$ cat src/rtl/riscv_core_pkg.sv
// -----------------------------------------------------------------------------
// riscv_core_pkg
// Shared definitions for the RISC-V core front end.
//   - instruction / address widths
//   - next-PC select encodings driven by decode
//   - canonical NOP (addi x0, x0, 0)
//   - {pc, instr} entry type carried from fetch to decode
// No ports (package).
// -----------------------------------------------------------------------------
package riscv_core_pkg;

    localparam int XLEN    = 32;
    localparam int INSTR_W = 32;

    localparam logic [INSTR_W-1:0] NOP_INSTR = 32'h0000_0013;

    // Next-PC select from decode. Encodings 2'b10/2'b11 are reserved and
    // behave like sequential fetch.
    typedef enum logic [1:0] {
        NPC_SEQ      = 2'b00,
        NPC_REDIRECT = 2'b01
    } npc_sel_e;

    typedef struct packed {
        logic [XLEN-1:0]    pc;
        logic [INSTR_W-1:0] instr;
    } fetch_entry_t;

    function automatic logic is_redirect(input logic [1:0] sel);
        return (sel == NPC_REDIRECT);
    endfunction

endpackage

$ cat src/rtl/riscv_core_if_fifo.sv
// -----------------------------------------------------------------------------
// riscv_core_if_fifo
// Two-entry {pc, instr} queue between the instruction cache response and
// decode. Storage is flopped, so the head entry is a registered output.
//
// Ports:
//   clk, rstn      core clock, asynchronous active-low reset
//   push/push_data enqueue one entry at the tail
//   pop            dequeue the head entry (ignored when empty)
//   flush          drop all entries (wins over push/pop)
//   count          number of valid entries (0..2)
//   head_valid     queue not empty
//   head_data      oldest entry; shows RESET_PC/NOP after reset
// -----------------------------------------------------------------------------
module riscv_core_if_fifo
    import riscv_core_pkg::*;
#(
    parameter logic [XLEN-1:0] RESET_PC = '0
)
(
    input  logic         clk,
    input  logic         rstn,
    input  logic         push,
    input  fetch_entry_t push_data,
    input  logic         pop,
    input  logic         flush,
    output logic [1:0]   count,
    output logic         head_valid,
    output fetch_entry_t head_data
);

    fetch_entry_t mem [2];
    logic         wr_ptr;
    logic         rd_ptr;
    logic         pop_ok;
    logic         push_ok;

    // A pop on an empty queue is ignored; a push into a full queue is only
    // legal when the head leaves in the same cycle.
    always_comb begin
        pop_ok  = pop & head_valid;
        push_ok = push & ((count != 2'd2) | pop_ok);
    end

    // Storage and pointers. When full, wr_ptr == rd_ptr, so a simultaneous
    // push/pop overwrites the slot being popped, which is exactly the new tail.
    always_ff @(posedge clk or negedge rstn) begin
        if (!rstn) begin
            mem[0] <= '{pc: RESET_PC, instr: NOP_INSTR};
            mem[1] <= '{pc: RESET_PC, instr: NOP_INSTR};
            wr_ptr <= 1'b0;
            rd_ptr <= 1'b0;
            count  <= 2'd0;
        end else if (flush) begin
            wr_ptr <= 1'b0;
            rd_ptr <= 1'b0;
            count  <= 2'd0;
        end else begin
            if (push_ok) begin
                mem[wr_ptr] <= push_data;
                wr_ptr      <= ~wr_ptr;
            end
            if (pop_ok) begin
                rd_ptr <= ~rd_ptr;
            end
            count <= count + {1'b0, push_ok} - {1'b0, pop_ok};
        end
    end

    assign head_valid = (count != 2'd0);
    assign head_data  = mem[rd_ptr];

    // The fetch credit scheme guarantees there is always room for a response.
    overflow_check : assert property (
        @(posedge clk) disable iff (!rstn)
        !(push && !flush && !pop_ok && (count == 2'd2))
    );

endmodule

$ cat src/rtl/riscv_core_if.sv
// -----------------------------------------------------------------------------
// riscv_core_if
// Instruction fetch stage. Generates the fetch PC, issues word-aligned
// requests to the instruction cache, buffers returned words in a two-entry
// queue and presents {instr, pc} to decode with a valid/stall handshake.
// Redirects from decode flush the queue and discard in-flight responses.
//
// Optional feature macro: RISCV_CORE_IF_MISALIGN_EN
//   defined     : a redirect to a non-word-aligned target halts fetch and
//                 presents a single misalign marker (NOP, pc = target,
//                 if_id_misalign = 1) until the next redirect.
//   not defined : id_if_target[1:0] is ignored, if_id_misalign is 0.
//
// Ports:
//   clk, rstn              core clock, asynchronous active-low reset
//   if_ic_req/if_ic_addr   fetch request to the cache
//   ic_if_gnt              cache accepted the request this cycle
//   ic_if_rvalid           in-order response valid, icache_rdata = word
//   if_id_valid/instr/pc   instruction presented to decode
//   stall_back             decode not accepting this cycle
//   id_if_mux_cntl         next-PC select (01 = redirect, else sequential)
//   id_if_target           redirect address
//   if_id_misalign         misaligned redirect marker
// -----------------------------------------------------------------------------
module riscv_core_if
    import riscv_core_pkg::*;
#(
    parameter logic [XLEN-1:0] RESET_VECTOR = 32'h0000_0000
)
(
    input  logic                clk,
    input  logic                rstn,
    output logic                if_ic_req,
    output logic [XLEN-1:0]     if_ic_addr,
    input  logic                ic_if_gnt,
    input  logic                ic_if_rvalid,
    input  logic [INSTR_W-1:0]  icache_rdata,
    output logic                if_id_valid,
    output logic [INSTR_W-1:0]  if_id_instr,
    output logic [XLEN-1:0]     if_id_pc,
    input  logic                stall_back,
    input  logic [1:0]          id_if_mux_cntl,
    input  logic [XLEN-1:0]     id_if_target,
    output logic                if_id_misalign
);

    logic [XLEN-1:0] fetch_pc;
    logic [1:0]      outstanding;
    logic [1:0]      discard;

    // PCs of in-flight requests, oldest at shadow_rd
    logic [XLEN-1:0] pc_shadow [2];
    logic            shadow_wr;
    logic            shadow_rd;

    logic            redirect;
    logic [XLEN-1:0] redirect_pc;
    logic            misalign_hold;
    logic            grant;
    logic            resp;
    logic            resp_drop;
    logic            q_push;
    logic            q_pop;
    logic [1:0]      q_count;
    logic            q_valid;
    fetch_entry_t    q_in;
    fetch_entry_t    q_head;
    logic [2:0]      credit_used;

`ifdef RISCV_CORE_IF_MISALIGN_EN
    logic misalign_set;

    assign redirect_pc  = id_if_target;
    assign misalign_set = (id_if_target[1:0] != 2'b00);

    // Every redirect re-decides whether fetch is parked on a misaligned target.
    always_ff @(posedge clk or negedge rstn) begin
        if (!rstn) begin
            misalign_hold <= 1'b0;
        end else if (redirect) begin
            misalign_hold <= misalign_set;
        end
    end
`else
    logic unused_target_bits;

    assign redirect_pc        = {id_if_target[XLEN-1:2], 2'b00};
    assign misalign_hold      = 1'b0;
    assign unused_target_bits = ^id_if_target[1:0];
`endif

    // Request/handshake decode. The credit counts the head leaving this
    // cycle as already free, which is what keeps one instruction per cycle
    // flowing when the cache answers in one cycle. Gating with rstn keeps the
    // request low while reset is held and raises it in the first cycle after.
    always_comb begin
        redirect    = is_redirect(id_if_mux_cntl);
        q_pop       = q_valid & ~stall_back & ~redirect & ~misalign_hold;
        credit_used = {1'b0, outstanding} + {1'b0, q_count} - {2'b00, q_pop};
        if_ic_req   = rstn & ~redirect & ~misalign_hold & (credit_used < 3'd2);
        grant       = if_ic_req & ic_if_gnt;
        resp        = ic_if_rvalid & (outstanding != 2'd0);
        resp_drop   = (discard != 2'd0) | redirect | misalign_hold;
        q_push      = resp & ~resp_drop;
        q_in        = '{pc: pc_shadow[shadow_rd], instr: icache_rdata};
    end

    // Fetch PC: a redirect overrides any sequential advance; the +4 wraps
    // naturally at the top of the address space.
    always_ff @(posedge clk or negedge rstn) begin
        if (!rstn) begin
            fetch_pc <= RESET_VECTOR;
        end else if (redirect) begin
            fetch_pc <= redirect_pc;
        end else if (grant) begin
            fetch_pc <= fetch_pc + 32'd4;
        end
    end

    // Outstanding request count and wrong-path discard count. On a redirect
    // everything still in flight after this cycle belongs to the old path,
    // so discard becomes the post-cycle outstanding count (no grant can
    // happen in a redirect cycle).
    always_ff @(posedge clk or negedge rstn) begin
        if (!rstn) begin
            outstanding <= 2'd0;
            discard     <= 2'd0;
        end else begin
            outstanding <= outstanding + {1'b0, grant} - {1'b0, resp};
            if (redirect) begin
                discard <= outstanding - {1'b0, resp};
            end else if (resp && (discard != 2'd0)) begin
                discard <= discard - 2'd1;
            end
        end
    end

    // PC shadow follows request order so each response is tagged with the
    // address that produced it, including discarded ones.
    always_ff @(posedge clk or negedge rstn) begin
        if (!rstn) begin
            pc_shadow[0] <= RESET_VECTOR;
            pc_shadow[1] <= RESET_VECTOR;
            shadow_wr    <= 1'b0;
            shadow_rd    <= 1'b0;
        end else begin
            if (grant) begin
                pc_shadow[shadow_wr] <= fetch_pc;
                shadow_wr            <= ~shadow_wr;
            end
            if (resp) begin
                shadow_rd <= ~shadow_rd;
            end
        end
    end

    riscv_core_if_fifo #(
        .RESET_PC (RESET_VECTOR)
    ) u_fifo (
        .clk        (clk),
        .rstn       (rstn),
        .push       (q_push),
        .push_data  (q_in),
        .pop        (q_pop),
        .flush      (redirect),
        .count      (q_count),
        .head_valid (q_valid),
        .head_data  (q_head)
    );

    // While parked on a misaligned target the marker replaces the queue head;
    // fetch_pc still holds that target because no grants occur.
    always_comb begin
        if_ic_addr     = fetch_pc;
        if_id_valid    = misalign_hold | q_valid;
        if_id_instr    = misalign_hold ? NOP_INSTR : q_head.instr;
        if_id_pc       = misalign_hold ? fetch_pc  : q_head.pc;
        if_id_misalign = misalign_hold;
    end

    // A response with nothing outstanding means the cache broke protocol.
    stray_response_check : assert property (
        @(posedge clk) disable iff (!rstn)
        ic_if_rvalid |-> (outstanding != 2'd0)
    );

    credit_check : assert property (
        @(posedge clk) disable iff (!rstn)
        ({1'b0, outstanding} + {1'b0, q_count}) <= 3'd2
    );

endmodule

$ cat config.mk
export PLATFORM = sky130hd
export DESIGN_NAME = riscv_core_if
export DESIGN_NICKNAME = d
export VERILOG_FILES = /design/src/rtl/riscv_core_pkg.sv /design/src/rtl/riscv_core_if_fifo.sv /design/src/rtl/riscv_core_if.sv
export SDC_FILE = /design/constraint.sdc
export NUM_CORES = 1
export LEC_CHECK = 0
export BUFFER_PORTS_ARGS = -buffer_cell sky130_fd_sc_hd__buf_2
export CORE_MARGIN = 5
export CORE_UTILIZATION = 32
export DETAILED_ROUTE_END_ITERATION = 16
export SETUP_SLACK_MARGIN = 0.05
export SLEW_MARGIN = 10
export SYNTH_ARGS = -nofsm -noshare
export SYNTH_HDL_FRONTEND = slang
export SYNTH_SLANG_ARGS = --single-unit
$ cat constraint.sdc
create_clock -name clk -period 4.03 [get_ports clk]
set_input_delay 0.2015 -clock clk [delete_from_list [all_inputs] [get_ports clk]]
set_output_delay 0.2015 -clock clk [all_outputs]
set_load 0.005 [all_outputs]
## Word level (Yosys, flattened, before mapping)

Index checks and enable logic that the tools add are counted.

| storage, ports and cells | value |
|---|---|
| flip-flop bits (word level) | 234 |
| input bits | 71 |
| output and inout bits | 99 |
| word-level logic and storage cells | 86 |

| cells by class | value |
|---|---|
| add/sub/neg operators | 9 |
| $lt $le $gt $ge | 7 |
| equal/unequal tests | 2 |
| muxes and demuxes | 21 |
| bitwise operators | 22 |
| reductions and logical operators | 11 |

Operators with widths:

| kind | number |
|---|---|
| 2-to-1 mux 64 bit | 4 |
| 2-to-1 mux 32 bit | 6 |
| bitwise mux 128 bit | 1 |
| bitwise mux 64 bit | 1 |
| demux 64 bit (select 1 bit) | 1 |
| adder 32 x 3 -> 32 bit, second input constant | 1 |
| demux 32 bit (select 1 bit) | 1 |
| nonzero test 2 bit | 7 |
| AND 1 bit | 9 |
| >= comparator 2 bit, second input constant | 4 |
| NOT 1 -> 2 bit | 4 |
| NOT 1 bit | 7 |
| 2-to-1 mux 2 bit | 3 |
| subtractor 2 x 1 -> 2 bit | 3 |
| adder 2 x 1 -> 2 bit | 2 |
| less-than comparator 2 x 1 -> 1 bit, second input constant | 2 |
| 2-to-1 mux 1 bit | 4 |
| adder 2 x 2 -> 3 bit | 1 |
| logical AND 1 bit | 3 |
| less-than comparator 3 x 2 -> 1 bit, second input constant | 1 |
| subtractor 3 x 1 -> 3 bit | 1 |
| == test 2 x 1 -> 1 bit, second input constant | 1 |
| != test 2 bit, second input constant | 1 |
| bitwise OR 1 bit | 2 |
| 2 further kinds | 2 |

## Depth between registers and ports, before layout

Gate-level depths: netlist of the first run.

| depth | value |
|---|---|
| word-level depth | 9 |
| depth in mapped cells | 15 |
| mapped depth without buffers | 13 |

## Modules after synthesis

Synthesis of the first run repeated with hierarchy kept, for this count alone.

| unflattened totals | value |
|---|---|
| cells, all modules | 793 |
| area total of the unflattened synthesis | 10849.2 µm² |

By module, submodules not included:

| module | times used | cells an instance | area an instance (µm²) | sequential area each (µm²) |
|---|---|---|---|---|
| riscv_core_if_fifo | 1 | 364 | 5983.2 | 3310.7 |
| riscv_core_if | 1 | 429 | 4865.9 | 2402.3 |

## Least setup slack after synthesis of the first run

Ideal clock, no wire load.

| timing | value |
|---|---|
| path kind | input to register |
| start point | in id_if_mux_cntl[0] |
| end point | reg outstanding[1] |
| setup time | 123 ps |
| arrival | 3072 ps |
| data required time | 3907 ps |
| slack | 835 ps |
| cell stages on the path | 15 |
| path buffers | 2 |
| cell sequence | nor2b_1 > clkbuf_1 > clkbuf_1 > nor3_1 > ha_1 > nand2b_1 > fa_1 > nand3_1 > nor2_1 > nand2_1 > ha_1 > inv_1 > ha_1 > xnor2_1 > xnor2_1 |

| on the way | value |
|---|---|
| longest elaborated chain between the ends | 9 |
| elaborated cells on any way between the ends | 10 |
| those cells by class | 3 x add/sub; 1 x order compare; 1 x eq/ne; 5 x bitwise |

Ends and longest elaborated chain:

| item | line | RTL |
|---|---|---|
| start, declared | riscv_core_if.sv:42 | `input logic [1:0] id_if_mux_cntl,` |
| == test 2 x 1 -> 1 bit (*) | riscv_core_pkg.sv:30 | `return (sel == NPC_REDIRECT);` |
| NOT 1 bit (no source line) (*) | n/a |  |
| AND 1 bit | riscv_core_if.sv:98 | `q_pop = q_valid & ~stall_back & ~redirect & ~misalign_hold;` |
| subtractor 3 x 1 -> 3 bit | riscv_core_if.sv:99 | `credit_used = {1'b0, outstanding} + {1'b0, q_count} - {2'b00, q_pop};` |
| less-than comparator 3 x 2 -> 1 bit | riscv_core_if.sv:100 | `if_ic_req = rstn & ~redirect & ~misalign_hold & (credit_used < 3'd2);` |
| AND 1 bit (*) | riscv_core_if.sv:100 |  |
| AND 1 bit (*) | riscv_core_if.sv:101 | `grant = if_ic_req & ic_if_gnt;` |
| adder 2 x 1 -> 2 bit (*) | riscv_core_if.sv:129 | `outstanding <= outstanding + {1'b0, grant} - {1'b0, resp};` |
| subtractor 2 x 1 -> 2 bit (*) | riscv_core_if.sv:129 |  |
| end signal, assigned | riscv_core_if.sv:129 |  |
| end, declared | riscv_core_if.sv:48 | `logic [1:0] outstanding;` |

Mark *: on every way between the ends. The rest lies on a longest branch, timed or not.
A chain may end at the register's enable or synchronous reset.

## Final worst setup path of the first run

| timing | value |
|---|---|
| start point | reg u_fifo.count[1] |
| end point | reg fetch_pc[28] (netlist: if_ic_addr[28]) |

| on the way | value |
|---|---|
| longest elaborated chain between the ends | 8 |
| elaborated cells on any way between the ends | 9 |
| those cells by class | 2 x add/sub; 1 x order compare; 4 x bitwise; 2 x reduce/logical |

Ends and longest elaborated chain:

| item | line | RTL |
|---|---|---|
| start, declared | riscv_core_if_fifo.sv:27 | `output logic [1:0] count,` |
| start signal, assigned | riscv_core_if_fifo.sv:66 | `count <= count + {1'b0, push_ok} - {1'b0, pop_ok};` |
| nonzero test 2 bit | riscv_core_if_fifo.sv:70 | `assign head_valid = (count != 2'd0);` |
| AND 1 bit (2 in a row) | riscv_core_if.sv:98 |  |
| subtractor 3 x 1 -> 3 bit (*) | riscv_core_if.sv:99 |  |
| less-than comparator 3 x 2 -> 1 bit (*) | riscv_core_if.sv:100 |  |
| AND 1 bit (*) | riscv_core_if.sv:100 |  |
| AND 1 bit (*) | riscv_core_if.sv:101 |  |
| nonzero test 2 bit (no source line) (*) | n/a |  |
| end signal, assigned | riscv_core_if.sv:114 | `fetch_pc <= redirect_pc;` |
| end signal, assigned | riscv_core_if.sv:116 | `fetch_pc <= fetch_pc + 32'd4;` |
| end, declared | riscv_core_if.sv:47 | `logic [XLEN-1:0] fetch_pc;` |

Marked as above.

==> flow_summary_export.csv, run 1 <==
group,metric,value,unit
run_status,outcome,"finished clean",
timing,worst_slew_pin_slew,1030,ps
timing,setup_viol,0,
timing,slew_headroom,0.314,
critical_path,cpMostUsedCell,"nand3_1",
min_path,hold_path.startpoint,"id_if_mux_cntl[0]",
critical_path,end_kind,"register",
global_routing,overflow,0,
yosys,avgSynthCellArea,12.1,µm²
clocking,post_cts_resized,0,
critical_path,cp_num_buf_inv,0,
yosys,synthMuxAreaShare,0.236,
yosys,synth-edff-count,0,
timing,period_share,0.824,
critical_path,crit_chain,"nor2_1 > nor3_1 > ha_1 > nand2b_1 > fa_1 > nand3_1 > nor4b_1 > nand3_2 > or4_1 > nand3_1",
clocking,path_clk_slew,60,ps
floorplanning,die_h,188,µm
critical_path,crit_start,"u_fifo.count[1]",
critical_path,path_delay_family,"simple AND/OR/NAND/NOR gates",
timing,drv_slew,0,
finish,drive_gt1_frac,0.391,
critical_path,path_max_fanout,6,
global_routing,grt_max_degree,177,
yosys,synth_top_cells_by_count,"dfrtp_1 (218), mux2_2 (184), nor2_1 (73), a21oi_1 (64), nand2_1 (44)",
critical_path,cp_slowest_stage_delay,600,ps
pwr,swShare,0.313,
critical_path,cp-start-kind,"register",
clocking,ctsRootBufferMaster,"clkbuf_16",
clocking,postCtsSetupBuffers,0,
placement,place.gp.congestion,0.741,
global_routing,grt_pass1_vias,7258,
clocking,ctsHoldBuffers,65,
timing,fin_skew,12.2,ps
route,via_count,6983,
yosys,ys_warn_count,0,
clocking,cts_tree,"done",
pwr,p_int,0.00651,W
global_routing,grt_pass1_wl,39800,µm
floorplanning,num_io_pins,170,
timing,finalHoldViolations,0,
timing,tns,0,ps
yosys,synth_top_family_by_area,"multiplexers",
yosys,synth-seq-cells,224,
placement,post-dp-hpwl,15900,µm
timing,fin_crit,3320,ps
yosys,yosys.area.top_type,"dfrtp_1",
global_routing,antenna_found_initial,0,
clocking,cts_sinks,224,
route,ant_nets,0,
clocking,htreeDepth,1,
yosys,synth.most_common_cell,"dfrtp_1",
yosys,synth_compound_area_frac,0.0513,
pwr,pwr-share-comb,0.330,
yosys,yosys.area_share.simple,0.0836,
route,drc,0,
yosys,ys_top_cells_by_area,"dfrtp_1 (54%), mux2_2 (20%), a21oi_1 (3.2%), mux2i_1 (3.1%), nor2_1 (2.7%)",
route,drt_iter0_drc,233,
global_routing,track_usage,0.137,
critical_path,cp_data_required_time,4500,ps
placement,port_buffers,162,
route,dr.pass1.iters,4,
pwr,p_leak,5.87,nW
clocking,max-clock-path-buffers,3,
yosys,synth_top_cell_area_share,0.539,
critical_path,critPathSlowestCell,"nor4b_1",
yosys,netlist_area,10100,µm²
finish,fillers,3027,
route,via_per_inst,4.74,
min_path,min_path_type,"input pin to register",
floorplanning,coreArea,31400,µm²
critical_path,r2r-start,"u_fifo.count[1]",
route,wirelength,24200,µm
floorplanning,die_w,188,µm
job,maxCapViolations,0,
floorplanning,start_util,0.322,
floorplanning,rows,65,
clocking,insertion_delay,540,ps
clocking,cts_buffers,27,
yosys,synth-async-reset-ratio,1.00,
pwr,power_switching,0.00296,W
finish,fin_util,0.412,
pwr,p_clk_frac,0.260,
yosys,ys_types,41,
critical_path,criticalPathCategory,"register to register",
timing,rsz0062_at_grt,"false",
pwr,seqPwrFrac,0.410,
route,wl_per_cell,16.4,µm
finish,antenna_cells,0,
yosys,ys.flop_type,"dfrtp_1",
yosys,synth_xor_area_frac,0.0312,
yosys,synth_seq_area_share,0.555,
pwr,ir_worst_vdd,0.322,mV
floorplanning,die_area,35300,µm²
timing,clock.fmax,0.301,GHz
pwr,p_per_area,733,nW/µm²
yosys,netlist_instances,835,
finish,area_delta_synth_final,27.8,%
finish,final_nets,1136,
critical_path,crit_arrival,3790,ps
yosys,synth_fa_ha_area_frac,0.0131,
==> area by class of cell <==
| cell class | count | area [µm²] | share of cell area |
|---|---|---|---|
| multi-input combinational | 548 | 4230 | 0.328 |
| inverter | 13 | 48.8 | 0.00378 |
| sequential | 224 | 5620 | 0.435 |
| clock buffer | 37 | 773 | 0.0598 |
| tap | 402 | 503 | 0.0389 |
| timing repair buffer | 241 | 1600 | 0.124 |
| clock inverter | 9 | 144 | 0.0111 |
==> stage by stage <==
stage               setup slack (ps)  total power [W]  instance area [µm²]  hold slack (ps)  std cells
floorplan                        835          0.00585                10100            -94.1        839
global placement                 740          0.00697                11400              147       1363
detailed placement               714          0.00705                11400              158       1363
CTS                              696          0.00964                12900              136       1474
global route                     442           0.0102                12900              183       1474
finish                           708          0.00947                12900              161       1474
==> logic make-up (layout without fill, tap and decap cells) <==
logic type               Yosys count  in the layout
flip-flops                       224            224
multiplexers                     215            215
AND/OR/NAND/NOR                  181            181
AO/OA/AOI/OAI                    101            101
buffers and inverters             67            300
XOR/XNOR                          36             36
adder cells (fa/ha/maj)           10             10
other                              1              5
==> registers in the layout, indices dropped and copies added (netlist names) <==
name,cells
discard,2
u_fifo.count,2
pc_shadow,60
shadow_rd,1
u_fifo.rd_ptr,1
if_ic_addr,30
outstanding,2
shadow_wr,1
u_fifo.wr_ptr,1
u_fifo.mem,124
==> metal layers <==
| layer | global-route usage | vias to the layer above | part of all wire |
|---|---|---|---|
| met5 | 0 | - | 0 |
| met4 | 0.0367 | 0 | 0.021 |
| met3 | 0.0259 | 40 | 0.053 |
| met2 | 0.223 | 161 | 0.46 |
| met1 | 0.187 | 3425 | 0.46 |
| li1 | - | 3357 | - |
==> cell usage in the layout, fill, tap and decap left out, types with 3 or more instances in the layout <==
cell and count:
dfrtp_1 216, mux2_2 184, buf_2 161, nor2_1 71
dlygate4sd3_1 65, a21oi_1 64, nand2_1 44, mux2i_1 31
o21ai_0 31, xnor2_1 27, clkbuf_16 27, inv_1 13
nand3_1 13, buf_4 12, nor3_1 11, xor2_1 9
ha_1 9, and3_1 7, nand4_1 7, clkbuf_8 6
dfstp_2 6, conb_1 5, or3_1 4, clkbuf_1 4
nor4_1 3, bufinv_16 3
==> final timing paths <==
kind,end,slack [ps],cells after the start
max,if_ic_addr[28],710,10
min,if_ic_addr[30],160,4
max reg2reg,if_ic_addr[28],710,10
max in group asynchronous,pc_shadow[26],2520,3
min in group asynchronous,u_fifo.mem[5],170,2
min reg2reg,pc_shadow[24],480,2
==> tightest hold or removal path, stage by stage <==
cell	delay [ps]
buf_2	90
nand2b_1	50
buf_4	190
a21oi_1	130
==> power by group through the flow <==
stage	combinational, W	clock [W]	sequential [W]
floorplan	0.00222	0	0.00363
global placement	0.00309	0	0.00388
detailed placement	0.00312	0	0.00393
CTS	0.00320	0.00255	0.00389
global route	0.00349	0.00264	0.00403
finish	0.00313	0.00246	0.00388
No activity file was read; power rests on OpenSTA's default activity.
==> run 2: changes to the inputs <==
==> constraint.sdc (replaced) <==
create_clock -name clk -period 3.4 [get_ports clk]
set_input_delay 0.17 -clock clk [delete_from_list [all_inputs] [get_ports clk]]
set_output_delay 0.17 -clock clk [all_outputs]
set_load 0.005 [all_outputs]
==> run 2 against run 1 <==
Against the previous run: core utilization up 0.19 points; critical path depth down 1; first-iteration DRC count up 6.9%; die area unchanged; clock skew up 9.3 ps; flip-flop and latch count unchanged; hold slack worse by 23 ps; final area up 0.46%; largest cell class unchanged; highest routed layer unchanged.
==> flow_summary_export.csv, run 2 (synthesized netlist as in run 1, its figures left out) <==
group,metric,value,unit
critical_path,r2r-start,"u_fifo.count[1]",
clocking,cts_tree,"done",
timing,rsz0062_at_grt,"true",
critical_path,end_kind,"register",
floorplanning,die_area,35300,µm²
finish,layout_commonest_cell,"dfrtp_1",
timing,clock.fmax,0.324,GHz
critical_path,crit_start,"u_fifo.count[1]",
route,wl_met1,11800,µm
finish,largest_reg_flops,124,
timing,setup_viol,0,
timing,slew_headroom,0.395,
clocking,path_clk_slew,60,ps
finish,final_cell_mix,"dfrtp_1 (216), mux2_2 (184), buf_2 (161)",
global_routing,antenna_found_initial,0,
finish,fin_util,0.413,
clocking,ctsRootBufferMaster,"clkbuf_16",
critical_path,crit_chain,"nor2_1 > nor3_1 > ha_1 > nand2b_1 > fa_1 > nand3_1 > or3_1 > or4_1 > a31oi_1",
timing,worst_slew_pin_slew,907,ps
pwr,p_per_area,870,nW/µm²
critical_path,cp-start-kind,"register",
critical_path,cp_data_required_time,3870,ps
timing,fin_skew,21.5,ps
route,ant_nets,0,
finish,antenna_cells,0,
placement,place.gp.congestion,0.739,
run_status,outcome,"finished clean",
route,routed-wl-met3,1260,µm
global_routing,track_usage,0.140,
route,top_layer,"met4",
floorplanning,die_w,188,µm
timing,period_share,0.908,
timing,tns,0,ps
critical_path,critPathSlowestCell,"or3_1",
global_routing,grt_max_degree,65,
global_routing,overflow,0,
route,wl_per_cell,16.8,µm
clocking,insertion_delay,550,ps
finish,regArea,5620,µm²
clocking,postCtsSetupBuffers,0,
timing,finalHoldViolations,0,
clocking,htreeDepth,1,
route,dr.pass1.iters,7,
timing,fin_crit,3090,ps
critical_path,endpoint,"if_ic_addr[31]",
floorplanning,die_h,188,µm
clocking,max-clock-path-buffers,3,
critical_path,r2r_setup_slack,310,ps
route,drt_iter0_drc,249,
finish,multi_input_area,4240,µm²
route,wirelength,25000,µm
clocking,cts_buffers,27,
route,drc,0,
critical_path,criticalPathCategory,"register to register",
critical_path,r2r_cells,9,
route,via_count,7068,
route,via_per_inst,4.76,
finish,area_delta_synth_final,28.3,%
pwr,ir_worst_vdd,0.443,mV
route,routed-wl-met2,11200,µm
timing,drv_slew,0,
min_path,min_path_type,"input pin to async pin",
job,maxCapViolations,0,
floorplanning,rows,65,
critical_path,cp_slowest_stage_delay,570,ps
floorplanning,coreArea,31400,µm²
global_routing,grt_pass1_vias,7245,
floorplanning,start_util,0.322,
placement,post-dp-hpwl,16500,µm
global_routing,grt_pass1_wl,40300,µm
finish,drive_gt1_frac,0.395,
placement,port_buffers,162,
critical_path,path_max_fanout,8,
floorplanning,num_io_pins,170,
pwr,p_leak,5.91,nW
pwr,power,0.0113,W
critical_path,crit_arrival,3550,ps
finish,fillers,3011,
finish,final_nets,1144,
finish,regMostFlops,"u_fifo.mem",
clocking,cts_sinks,224,
critical_path,rr_endpoint,"if_ic_addr[31]",
==> run 2: worst min-delay path by stage <==
stage,end,cells past startpoint
5_1_grt,if_ic_addr[31],4
4_1_cts,if_ic_addr[31],4
3_3_place_gp,pc_shadow[29],1
6_report,pc_shadow[61],2
3_5_place_dp,pc_shadow[61],1
2_1_floorplan,discard[0],0
==> run 2: power by group <==
| part | internal [W] | switching, W | leakage, nW | total (W) |
|---|---|---|---|---|
| clock network | 0.00178 | 0.00114 | 0.446 | 0.00292 |
| logic | 0.00211 | 0.00167 | 2.69 | 0.00379 |
| registers | 0.00382 | 0.000757 | 2.77 | 0.00458 |
==> run 2: routing by layer <==
| layer | global-route usage | up-vias |
|---|---|---|
| met2 | 0.218 | 174 |
| met3 | 0.0270 | 38 |
| li1 | - | 3372 |
| met4 | 0.0452 | 0 |
| met1 | 0.197 | 3484 |
| met5 | 0 | - |
==> run 2: layout make-up <==
type	instances	share of cell area
clock inverter	7	0.00858
timing repair buffer	249	0.128
tap	402	0.0388
inverter	13	0.00376
clock buffer	41	0.0615
sequential	224	0.433
multi-input combinational	548	0.327
==> run 2: critical path, delay by kind of cell, from the launching register on <==
kind,cells,cell delay (ps)
AO/OA/AOI/OAI,1,160
adder cells (fa/ha/maj),2,770
flip-flops,1,410
AND/OR/NAND/NOR,6,1670
==> run 2: stage by stage <==
step	cell area (µm²)	hold slack [ps]	setup WS, ps	cells
2_1_floorplan	10100	-126	237	839
3_3_place_gp	11400	129	322	1371
3_5_place_dp	11400	130	274	1371
4_1_cts	13000	111	272	1484
5_1_grt	13000	158	38.1	1484
6_report	13000	138	314	1484
==> run 2: repair_timing <==
action                     CTS  global route
resized for setup            0             1
hold buffers                65             0
setup endpoints to repair    0             1
hold endpoints to repair   149             0
